**config.mk**
```make
export PLATFORM = sky130hd
export DESIGN_NAME = frame_sequencer_flat
export DESIGN_NICKNAME = d
export VERILOG_FILES = /design/src/rtl/frame_sequencer_if.sv /design/src/rtl/frame_sequencer.sv /design/src/flat_wrapper.sv
export SDC_FILE = /design/constraint.sdc
export NUM_CORES = 1
export LEC_CHECK = 0
export BUFFER_PORTS_ARGS = -buffer_cell sky130_fd_sc_hd__buf_2
export CAP_MARGIN = 20
export CELL_PAD_IN_SITES_DETAIL_PLACEMENT = 1
export CELL_PAD_IN_SITES_GLOBAL_PLACEMENT = 2
export CORE_ASPECT_RATIO = 1.25
export CORE_MARGIN = 10
export CORE_UTILIZATION = 30
export CTS_BUF_LIST = sky130_fd_sc_hd__clkbuf_8
export DETAILED_ROUTE_END_ITERATION = 8
export PLACE_DENSITY = 0.79
export SYNTH_ARGS = -nofsm -noshare
export SYNTH_HDL_FRONTEND = slang
export SYNTH_SLANG_ARGS = --single-unit
```
**constraint.sdc**
```tcl
create_clock -name clk -period 2.9 [get_ports clk]
set_clock_uncertainty 0.05 [all_clocks]
set_input_delay 0.58 -clock clk [delete_from_list [all_inputs] [get_ports clk]]
set_output_delay 0.58 -clock clk [all_outputs]
set_load 0.01 [all_outputs]
```
**src/rtl/frame_sequencer_if.sv**
```systemverilog
// Handshake bundle between the register bank, the frame sequencer and the ADC controller.
// FRAME_SEQ_STRIDE_EN adds the row_stride/col_stride configuration inputs.
interface frame_sequencer_if #(
    parameter int ADDR_BITS   = 7,
    parameter int SETTLE_BITS = 8
);
    logic                     frame_start;
    logic                     frame_abort;
    logic [ADDR_BITS-1:0]     row_start;
    logic [ADDR_BITS-1:0]     row_end;
    logic [ADDR_BITS-1:0]     col_start;
    logic [ADDR_BITS-1:0]     col_end;
    logic [SETTLE_BITS-1:0]   settle_counts;
`ifdef FRAME_SEQ_STRIDE_EN
    logic [ADDR_BITS-1:0]     row_stride;
    logic [ADDR_BITS-1:0]     col_stride;
`endif
    logic                     adc_capture_done;
    logic                     adc_capture_start;
    logic [ADDR_BITS-1:0]     pix_row;
    logic [ADDR_BITS-1:0]     pix_col;
    logic                     busy;
    logic                     frame_done;
    logic                     frame_err;
    logic [2*ADDR_BITS-1:0]   pixel_count;

    modport slave (
`ifdef FRAME_SEQ_STRIDE_EN
        input  row_stride, col_stride,
`endif
        input  frame_start, frame_abort, row_start, row_end, col_start, col_end,
        input  settle_counts, adc_capture_done,
        output adc_capture_start, pix_row, pix_col, busy, frame_done, frame_err, pixel_count
    );

    modport master (
`ifdef FRAME_SEQ_STRIDE_EN
        output row_stride, col_stride,
`endif
        output frame_start, frame_abort, row_start, row_end, col_start, col_end,
        output settle_counts, adc_capture_done,
        input  adc_capture_start, pix_row, pix_col, busy, frame_done, frame_err, pixel_count
    );
endinterface

```
**src/rtl/frame_sequencer.sv**
```systemverilog
// Raster-scans a row/col pixel window, issuing one ADC capture per pixel after a settle delay.
// FRAME_SEQ_STRIDE_EN adds latched row/col strides; otherwise both strides are fixed at 1.
//
// state     | meaning
// IDLE      | waiting for frame_start; window/settle latched on accept
// LOAD      | validate window, present first pixel address
// SETTLE    | address settling, timer counts up to max(settle,1)-1
// START     | issue one adc_capture_start pulse
// WAIT_DONE | wait for adc_capture_done or timeout
// ADVANCE   | step column, wrap to next row, or finish
// DRAIN     | aborted with a capture in flight; wait for its done or timeout
// DONE      | one-cycle frame_done, then IDLE
module frame_sequencer #(
    parameter int ADDR_BITS   = 7,
    parameter int SETTLE_BITS = 8,
    parameter int TIMEOUT     = 1023
) (
    input  logic             clk,
    input  logic             reset,
    frame_sequencer_if.slave bus
);
    localparam int TIMEOUT_BITS = $clog2(TIMEOUT + 1);
    localparam int TIMER_BITS   = (TIMEOUT_BITS > SETTLE_BITS) ? TIMEOUT_BITS : SETTLE_BITS;
    localparam int COUNT_BITS   = 2 * ADDR_BITS;
    localparam logic [TIMER_BITS-1:0] TIMEOUT_LAST = TIMER_BITS'(TIMEOUT - 1);

    typedef enum logic [2:0] {
        S_IDLE,
        S_LOAD,
        S_SETTLE,
        S_START,
        S_WAIT_DONE,
        S_ADVANCE,
        S_DRAIN,
        S_DONE
    } state_t;

    state_t                 state;
    logic [ADDR_BITS-1:0]   row_start_q;
    logic [ADDR_BITS-1:0]   row_end_q;
    logic [ADDR_BITS-1:0]   col_start_q;
    logic [ADDR_BITS-1:0]   col_end_q;
    logic [ADDR_BITS-1:0]   row_stride;
    logic [ADDR_BITS-1:0]   col_stride;
    logic [SETTLE_BITS-1:0] settle_q;
    logic [TIMER_BITS-1:0]  timer;
    logic [ADDR_BITS-1:0]   pix_row_q;
    logic [ADDR_BITS-1:0]   pix_col_q;
    logic [COUNT_BITS-1:0]  pixel_count_q;
    logic                   adc_start_q;
    logic                   busy_q;
    logic                   frame_done_q;
    logic                   frame_err_q;

    logic [ADDR_BITS:0]     col_nxt;
    logic [ADDR_BITS:0]     row_nxt;
    logic [TIMER_BITS-1:0]  settle_last;
    logic                   window_bad;
    logic                   timeout_hit;
    logic                   accept;

    // One extra bit so a step past the top of the address space ends the row/frame instead of wrapping.
    assign col_nxt     = {1'b0, pix_col_q} + {1'b0, col_stride};
    assign row_nxt     = {1'b0, pix_row_q} + {1'b0, row_stride};
    assign settle_last = TIMER_BITS'(settle_q) - TIMER_BITS'(1);
    assign window_bad  = (row_start_q > row_end_q) || (col_start_q > col_end_q);
    assign timeout_hit = (timer == TIMEOUT_LAST);
    assign accept      = bus.frame_start && !bus.frame_abort;

`ifdef FRAME_SEQ_STRIDE_EN
    always_ff @(posedge clk or posedge reset) begin
        if (reset) begin
            row_stride <= ADDR_BITS'(1);
            col_stride <= ADDR_BITS'(1);
        end else if (state == S_IDLE && accept) begin
            row_stride <= (bus.row_stride == '0) ? ADDR_BITS'(1) : bus.row_stride;
            col_stride <= (bus.col_stride == '0) ? ADDR_BITS'(1) : bus.col_stride;
        end
    end
`else
    assign row_stride = ADDR_BITS'(1);
    assign col_stride = ADDR_BITS'(1);
`endif

    always_ff @(posedge clk or posedge reset) begin
        if (reset) begin
            state         <= S_IDLE;
            row_start_q   <= '0;
            row_end_q     <= '0;
            col_start_q   <= '0;
            col_end_q     <= '0;
            settle_q      <= SETTLE_BITS'(1);
            timer         <= '0;
            pix_row_q     <= '0;
            pix_col_q     <= '0;
            pixel_count_q <= '0;
            adc_start_q   <= 1'b0;
            busy_q        <= 1'b0;
            frame_done_q  <= 1'b0;
            frame_err_q   <= 1'b0;
        end else begin
            adc_start_q  <= 1'b0;
            frame_done_q <= 1'b0;
            case (state)
                S_IDLE: begin
                    if (accept) begin
                        row_start_q   <= bus.row_start;
                        row_end_q     <= bus.row_end;
                        col_start_q   <= bus.col_start;
                        col_end_q     <= bus.col_end;
                        settle_q      <= (bus.settle_counts == '0) ? SETTLE_BITS'(1) : bus.settle_counts;
                        pixel_count_q <= '0;
                        frame_err_q   <= 1'b0;
                        busy_q        <= 1'b1;
                        state         <= S_LOAD;
                    end
                end
                S_LOAD: begin
                    if (bus.frame_abort || window_bad) begin
                        frame_err_q  <= 1'b1;
                        frame_done_q <= 1'b1;
                        state        <= S_DONE;
                    end else begin
                        pix_row_q <= row_start_q;
                        pix_col_q <= col_start_q;
                        timer     <= '0;
                        state     <= S_SETTLE;
                    end
                end
                S_SETTLE: begin
                    if (bus.frame_abort) begin
                        frame_err_q  <= 1'b1;
                        frame_done_q <= 1'b1;
                        state        <= S_DONE;
                    end else if (timer == settle_last) begin
                        state <= S_START;
                    end else begin
                        timer <= timer + TIMER_BITS'(1);
                    end
                end
                S_START: begin
                    // The pulse goes out even on abort, so the ADC's done must be drained.
                    adc_start_q <= 1'b1;
                    timer       <= '0;
                    if (bus.frame_abort) begin
                        frame_err_q <= 1'b1;
                        state       <= S_DRAIN;
                    end else begin
                        state <= S_WAIT_DONE;
                    end
                end
                S_WAIT_DONE: begin
                    if (bus.frame_abort) begin
                        frame_err_q <= 1'b1;
                        timer       <= '0;
                        if (bus.adc_capture_done) begin
                            frame_done_q <= 1'b1;
                            state        <= S_DONE;
                        end else begin
                            state <= S_DRAIN;
                        end
                    end else if (bus.adc_capture_done) begin
                        pixel_count_q <= pixel_count_q + COUNT_BITS'(1);
                        state         <= S_ADVANCE;
                    end else if (timeout_hit) begin
                        frame_err_q  <= 1'b1;
                        frame_done_q <= 1'b1;
                        state        <= S_DONE;
                    end else begin
                        timer <= timer + TIMER_BITS'(1);
                    end
                end
                S_ADVANCE: begin
                    timer <= '0;
                    if (bus.frame_abort) begin
                        frame_err_q  <= 1'b1;
                        frame_done_q <= 1'b1;
                        state        <= S_DONE;
                    end else if (col_nxt <= {1'b0, col_end_q}) begin
                        pix_col_q <= col_nxt[ADDR_BITS-1:0];
                        state     <= S_SETTLE;
                    end else begin
                        pix_col_q <= col_start_q;
                        if (row_nxt > {1'b0, row_end_q}) begin
                            frame_done_q <= 1'b1;
                            state        <= S_DONE;
                        end else begin
                            pix_row_q <= row_nxt[ADDR_BITS-1:0];
                            state     <= S_SETTLE;
                        end
                    end
                end
                S_DRAIN: begin
                    if (bus.adc_capture_done || timeout_hit) begin
                        frame_done_q <= 1'b1;
                        state        <= S_DONE;
                    end else begin
                        timer <= timer + TIMER_BITS'(1);
                    end
                end
                S_DONE: begin
                    busy_q <= 1'b0;
                    state  <= S_IDLE;
                end
                default: begin
                    busy_q <= 1'b0;
                    state  <= S_IDLE;
                end
            endcase
        end
    end

    assign bus.adc_capture_start = adc_start_q;
    assign bus.pix_row           = pix_row_q;
    assign bus.pix_col           = pix_col_q;
    assign bus.busy              = busy_q;
    assign bus.frame_done        = frame_done_q;
    assign bus.frame_err         = frame_err_q;
    assign bus.pixel_count       = pixel_count_q;
endmodule

```
**src/flat_wrapper.sv**
```systemverilog
// flat-port wrapper written by rule: the top's interface ports become plain ports
module frame_sequencer_flat 
#(
    parameter int ADDR_BITS   = 7,
    parameter int SETTLE_BITS = 8,
    parameter int TIMEOUT     = 1023
)
  (clk, reset, bus_frame_start, bus_frame_abort, bus_row_start, bus_row_end, bus_col_start, bus_col_end, bus_settle_counts, bus_adc_capture_done, bus_adc_capture_start, bus_pix_row, bus_pix_col, bus_busy, bus_frame_done, bus_frame_err, bus_pixel_count);
  frame_sequencer_if #(.ADDR_BITS(ADDR_BITS), .SETTLE_BITS(SETTLE_BITS)) bus_i ();
  input  logic clk;
  input  logic reset;
  input wire logic [$bits(bus_i.frame_start)-1:0] bus_frame_start;
  input wire logic [$bits(bus_i.frame_abort)-1:0] bus_frame_abort;
  input wire logic [$bits(bus_i.row_start)-1:0] bus_row_start;
  input wire logic [$bits(bus_i.row_end)-1:0] bus_row_end;
  input wire logic [$bits(bus_i.col_start)-1:0] bus_col_start;
  input wire logic [$bits(bus_i.col_end)-1:0] bus_col_end;
  input wire logic [$bits(bus_i.settle_counts)-1:0] bus_settle_counts;
  input wire logic [$bits(bus_i.adc_capture_done)-1:0] bus_adc_capture_done;
  output wire logic [$bits(bus_i.adc_capture_start)-1:0] bus_adc_capture_start;
  output wire logic [$bits(bus_i.pix_row)-1:0] bus_pix_row;
  output wire logic [$bits(bus_i.pix_col)-1:0] bus_pix_col;
  output wire logic [$bits(bus_i.busy)-1:0] bus_busy;
  output wire logic [$bits(bus_i.frame_done)-1:0] bus_frame_done;
  output wire logic [$bits(bus_i.frame_err)-1:0] bus_frame_err;
  output wire logic [$bits(bus_i.pixel_count)-1:0] bus_pixel_count;
  assign bus_i.frame_start = bus_frame_start;
  assign bus_i.frame_abort = bus_frame_abort;
  assign bus_i.row_start = bus_row_start;
  assign bus_i.row_end = bus_row_end;
  assign bus_i.col_start = bus_col_start;
  assign bus_i.col_end = bus_col_end;
  assign bus_i.settle_counts = bus_settle_counts;
  assign bus_i.adc_capture_done = bus_adc_capture_done;
  assign bus_adc_capture_start = bus_i.adc_capture_start;
  assign bus_pix_row = bus_i.pix_row;
  assign bus_pix_col = bus_i.pix_col;
  assign bus_busy = bus_i.busy;
  assign bus_frame_done = bus_i.frame_done;
  assign bus_frame_err = bus_i.frame_err;
  assign bus_pixel_count = bus_i.pixel_count;
  frame_sequencer #(.ADDR_BITS(ADDR_BITS), .SETTLE_BITS(SETTLE_BITS), .TIMEOUT(TIMEOUT)) u_core (.clk(clk), .reset(reset), .bus(bus_i));
endmodule
```
[Yosys cells after proc, flatten, opt, wreduce, memory -nomap -nowiden]
Cells that the tools add are included.
Cells by class
  shift operators: 0
  $add $sub $neg: 5
  equal/unequal tests: 27
  bitwise gates (word level): 0
  muxes and demuxes: 57
  divide/modulo/power cells: 0
  multipliers: 0
  order comparisons: 4
  reduce and logical (&&, ||, !) cells: 22
Operators with widths (count)
  $mux 10: 7
  $pmux 10 s5: 1
  $mux 7: 7
  $mux 14: 3
  $mux 3: 11
  $pmux 14 s2: 1
  $pmux 7 s2: 2
  $pmux 3 s8: 1
  $mux 1: 19
  $ne 2x2->1 const B: 9
  $add 7x1->8 const B: 2
  $add 14x1->14 const B: 1
  $gt 7x7->1: 2
  $eq 3x3->1 const B: 4
  $add 10x1->10 const B: 1
  $eq 10x10->1: 1
  $eq 10x10->1 const B: 1
  $sub 8x1->9 const B: 1
  $gt 8x7->1: 1
  $le 8x7->1: 1
  $logic_not 8->1: 1
  $mux 8: 1
  $ne 2x1->1 const B: 4
  $reduce_and 4->1: 2
  23 further kinds: 31
Storage, ports and cells
  bits in read-only memories: 0
  output and inout bits: 32
  bits in writable memories: 0
  input port bits: 41
  memories: 0
  bits in latches: 0
  logic and storage cells: 129
  flip-flop bits (word level): 81

[Logic depth before layout (Yosys ltp)]
  depth after elaboration: 6
  mapped depth: 13
  mapped depth without buffers: 12

[Worst setup path before layout]
Ideal clock, no wire load.
  kind: register to register
  start point: register u_core.pix_col_q[2], in the netlist u_core.bus.pix_col[2]
  end point: register u_core.pix_col_q[6], in the netlist u_core.bus.pix_col[6]
  arrival: 2.855 ns
  clock period less this slack: 3.030 ns
  buffers on the path: 2
  required time: 2.725 ns
  library setup time: 0.125 ns
  setup slack: -0.130 ns
  stages on the path, launching flop included: 13
  cells stage by stage: dfrtp_1 -> clkbuf_1 -> nand3_1 -> nor2_1 -> xnor2_1 -> ha_1 -> a21o_1 -> a21oi_1 -> and3_1 -> o211ai_1 -> buf_1 -> mux2_1 -> mux2_2
On the way
  word-level cells in the longest chain between the ends: 5
Ends and longest elaborated chain
  from (decl): RTL line frame_sequencer.sv:48  | logic [ADDR_BITS-1:0] pix_col_q;
  from (signal assigned): RTL line frame_sequencer.sv:125  | pix_col_q <= col_start_q;
  from (signal assigned): RTL line frame_sequencer.sv:180  | pix_col_q <= col_nxt[ADDR_BITS-1:0];
  from (signal assigned): RTL line frame_sequencer.sv:183  | pix_col_q <= col_start_q;
  $add 7x1->8 (*): RTL line frame_sequencer.sv:63  | assign col_nxt = {1'b0, pix_col_q} + {1'b0, col_stride};
  $le 8x7->1: RTL line frame_sequencer.sv:179  | end else if (col_nxt <= {1'b0, col_end_q}) begin
  $mux 7 (*): RTL line frame_sequencer.sv:179
  $mux 7 (*): RTL line frame_sequencer.sv:175  | if (bus.frame_abort) begin
  $pmux 7 s2 (*): RTL line frame_sequencer.sv:104  | case (state)
Every way passes the cells marked *; elsewhere a longest branch is shown, timed or not. The select of a mux whose other input is x is not followed.
A chain may end at the register's enable or synchronous reset.

[Worst setup path after layout]
  start point: register u_core.pix_col_q[0], in the netlist u_core.bus.pix_col[0]
  end point: register u_core.pix_col_q[6], in the netlist u_core.bus.pix_col[6]
Same word-level chain as after synthesis.

==> metrics.csv <==
stage,metric,value,unit
placement,port bufs,72,
detailed_routing,"antenna viol nets, final",0,
grt,"Remaining Overflow, GRT",0,
cts,Clock transition at path regs,0.09,ns
detailed_routing,vias per cell,5.11,
final_layout,share of post-route cells with drive strength above 1,23.6,%
power_and_ir_drop,Sw Ratio,44.4,%
sta,worst rel slew slack,52.0,%
synth,Synth warnings,0,
floorplanning,Die Width,136,um
synth,Yosys reg bits,81,
sta,Final Critical Period,2.86,ns
job,number of max-cap violations,0,
final_layout,final core utilization,37.7,%
floorplanning,die area,22400,sq um
synth,Mean Syn Cell Area,8.81,sq um
cts,Clock Sinks,81,
detailed_routing,met2 routed WL,7850,um
final_layout,Layout area overhead,22.6,%
power_and_ir_drop,Pwr per Cell Area,1090,nW/um^2
synth,ys async rst share,100,%
grt,vias in the first global route,4952,
placement,placed insts,857,
grt,largest net degree at the start of global routing,56,
final_layout,post-route cell area,6160,sq um
detailed_routing,Routed met3 length,496,um
placement,gp weighted congestion,0.815,
sta,Final Slew Violations,0,
detailed_routing,uppermost layer routed,met4,
power_and_ir_drop,Clock power frac,14.3,%
synth,sequential area share after synthesis,40.3,%
synth,synthesized area,5030,sq um
final_layout,antenna cells,0,
status,status,finished clean,
sta,setup TNS,0,ns
sta,final hold slack,0.150,ns
sta,period utilisation layout,98.5,%
worst_setup_path,critical path arrival,3.07,ns
sta,fmax,350,MHz
power_and_ir_drop,P_int,3.72,mW
detailed_routing,Routed Wire Length,15300,um
floorplanning,Initial Util,30.8,%
detailed_routing,M1 wire length,6650,um
sta,RSZ-0062 raised after global routing,true,
power_and_ir_drop,VDD IR max,0.407,mV
worst_setup_path,Critical Path RT,3.11,ns
cts,CTS buffer count,9,
power_and_ir_drop,Tot Pwr,6.70,mW
cts,Root Buffer,clkbuf_8,
floorplanning,Rows,52,
placement,placed inst area,5760,sq um
detailed_routing,drt drc,0,
power_and_ir_drop,Logic pwr share,54.5,%
sta,final worst-path setup slack,0.0439,ns
detailed_routing,WL/cell,17.3,um
detailed_routing,drt pass-1 iters,4,
detailed_routing,Starting DRT DRC Count,214,
power_and_ir_drop,static leakage power,2.94,nW
final_layout,Nets,735,
power_and_ir_drop,sequential share of power,31.2,%
cts,clk buf depth,2,
worst_setup_path,Worst setup EP type,flip-flop,
synth,Synth Net Count,646,
grt,initial antenna violation count,0,
cts,CTS tree,done,
sta,setup violators final,0,
synth,synthesized netlist cell count,571,
floorplanning,core area,16300,sq um
placement,Place WS,-0.121,ns
floorplanning,I/O pins,73,
floorplanning,Die Y,165,um
power_and_ir_drop,Net Switching,2.98,mW
min_path,Tightest Hold Check Type,in2async,
worst_setup_path,Worst setup SP type,flip-flop,
worst_setup_path,FF-to-FF path depth,12,
sta,final hold vios,0,
grt,GR Util All Layers,14.1,%
sta,worst slew pin tran,0.718,ns
grt,first-pass GRT wire length,25400,um
synth,library cells used by synthesis,65,
worst_setup_path,Max Fanout on Critical Path,5,
final_layout,non-filler instance count after layout,881,
synth,Synth Flop Type,dfrtp_1,
synth,"EDFF count, synth",0,
worst_setup_path,CP Class,reg2reg,
cts,H-Tree Depth,3,
detailed_routing,Vias,4500,
cts,"Clk Latency, worst-skew pair",0.38,ns
worst_setup_path,internal reg-to-reg setup slack,0.04,ns
placement,DP Wirelength,11500,um
## placed cells by master (no fill, tap or decap), types with 8 or more instances in the layout
| master | synthesis | routed |
|---|---|---|
| nor2b_1 | 8 | 8 |
| ha_1 | 34 | 32 |
| xor2_1 | 16 | 16 |
| clkbuf_8 | 0 | 10 |
| nand2_1 | 102 | 102 |
| o21ai_1 | 21 | 21 |
| buf_4 | 0 | 27 |
| inv_1 | 31 | 31 |
| nor2_1 | 39 | 37 |
| a21oi_1 | 25 | 23 |
| dfrtp_1 | 80 | 78 |
| nand3_1 | 33 | 29 |
| mux2i_1 | 20 | 20 |
| o21ai_0 | 13 | 13 |
| nand4_1 | 13 | 13 |
| xnor2_1 | 14 | 13 |
| buf_2 | 2 | 73 |
## cell type report
cell class	instances	area, sq um
Clock buffer	10	138
Clock inverter	6	82.6
Fill cell	1948	10200
Inverter	33	125
Multi-Input combinational cell	432	2900
Sequential cell	81	2030
Tap cell	216	270
Timing Repair Buffer	103	619
## cells in the mapped netlist, drive strengths merged, types with 4 or more instances
cell type | instances | share of area, %
nor3 | 7 | 0.80
nor2b | 8 | 1.0
o21ai | 35 | 3.6
or3 | 5 | 0.62
a21oi | 25 | 2.5
clkbuf | 20 | 1.5
a32o | 4 | 0.80
o211ai | 6 | 0.90
nand2 | 102 | 7.6
inv | 33 | 2.5
nand4 | 13 | 1.6
xor2 | 16 | 2.8
xnor2 | 14 | 2.4
a31oi | 4 | 0.62
nand2b | 5 | 0.62
nor4 | 5 | 0.75
buf | 5 | 0.57
ha | 34 | 8.5
nor2 | 39 | 2.9
mux2i | 20 | 4.0
and3 | 5 | 0.62
nand3 | 34 | 3.6
dfrtp | 80 | 40
mux2 | 5 | 1.2
## worst max-delay path: stages (launching register included)
cell,delay [ns]
dfrtp_1,0.43
ha_2,0.22
nand4_1,0.14
nor2_1,0.18
xor2_1,0.20
ha_1,0.30
nand3_2,0.11
nor2_2,0.04
a21o_1,0.17
o211ai_1,0.18
buf_4,0.17
mux2_4,0.30
mux2_4,0.26
## logic make-up after synthesis
| kind of cell | share of synthesized area, % |
|---|---|
| and+or+nand+nor | 22.2 |
| adders and majority gates | 8.46 |
| muxes | 5.18 |
| DFF | 40.3 |
| buffers and inverters | 4.53 |
| xor gates and xnor gates | 5.23 |
| AOI/OAI and AO/OA | 14.1 |
## what timing repair did
action | CTS | global route
buffers inserted | 0 | 7
hold buffers | 0 | 0
cloned | 0 | 1
setup endpoints to repair | 8 | 24
pin swaps | 0 | 8
resized for setup | 3 | 26
## power by group through the flow
stage          Sequential [mW]  Clock (mW)  Combinational [mW]
5_1_grt                   2.16        1.04                4.16
2_1_floorplan             1.98           0                2.40
4_1_cts                   2.07        1.00                3.44
3_3_place_gp              2.07           0                3.24
6_report                  2.09       0.959                3.65
3_5_place_dp              2.09           0                3.40
## state kept, by name, summed over array words and instances (netlist names)
| register | cells |
|---|---|
| u_core.bus.pixel_count | 14 |
| u_core.timer | 10 |
| u_core.settle_q | 8 |
| u_core.bus.pix_col | 7 |
| u_core.bus.pix_row | 7 |
| u_core.col_end_q | 7 |
| u_core.col_start_q | 7 |
| u_core.row_end_q | 7 |
| u_core.row_start_q | 7 |
| u_core.state | 3 |
| u_core.bus.adc_capture_start | 1 |
| u_core.bus.busy | 1 |
| u_core.bus.frame_done | 1 |
| u_core.bus.frame_err | 1 |
## layer usage
| metal | global-route usage, % | vias to the layer above |
|---|---|---|
| li1 | - | 2178 |
| met1 | 16.4 | 2226 |
| met2 | 25.0 | 74 |
| met3 | 2.28 | 22 |
| met4 | 5.49 | 0 |
| met5 | 0 | - |
## worst paths after layout
| path | start | endpoint |
|---|---|---|
| max | u_core.bus.pix_col[0] | u_core.bus.pix_col[6] |
| min | reset | u_core.row_end_q[3] |
| max reg2reg | u_core.bus.pix_col[0] | u_core.bus.pix_col[6] |
| min reg2reg | u_core.col_start_q[0] | u_core.bus.pix_col[0] |
| max in group asynchronous | reset | u_core.settle_q[0] |
| min in group clk | bus_row_start[2] | u_core.row_start_q[2] |
Note: power is estimated with default switching activity, not from simulation.
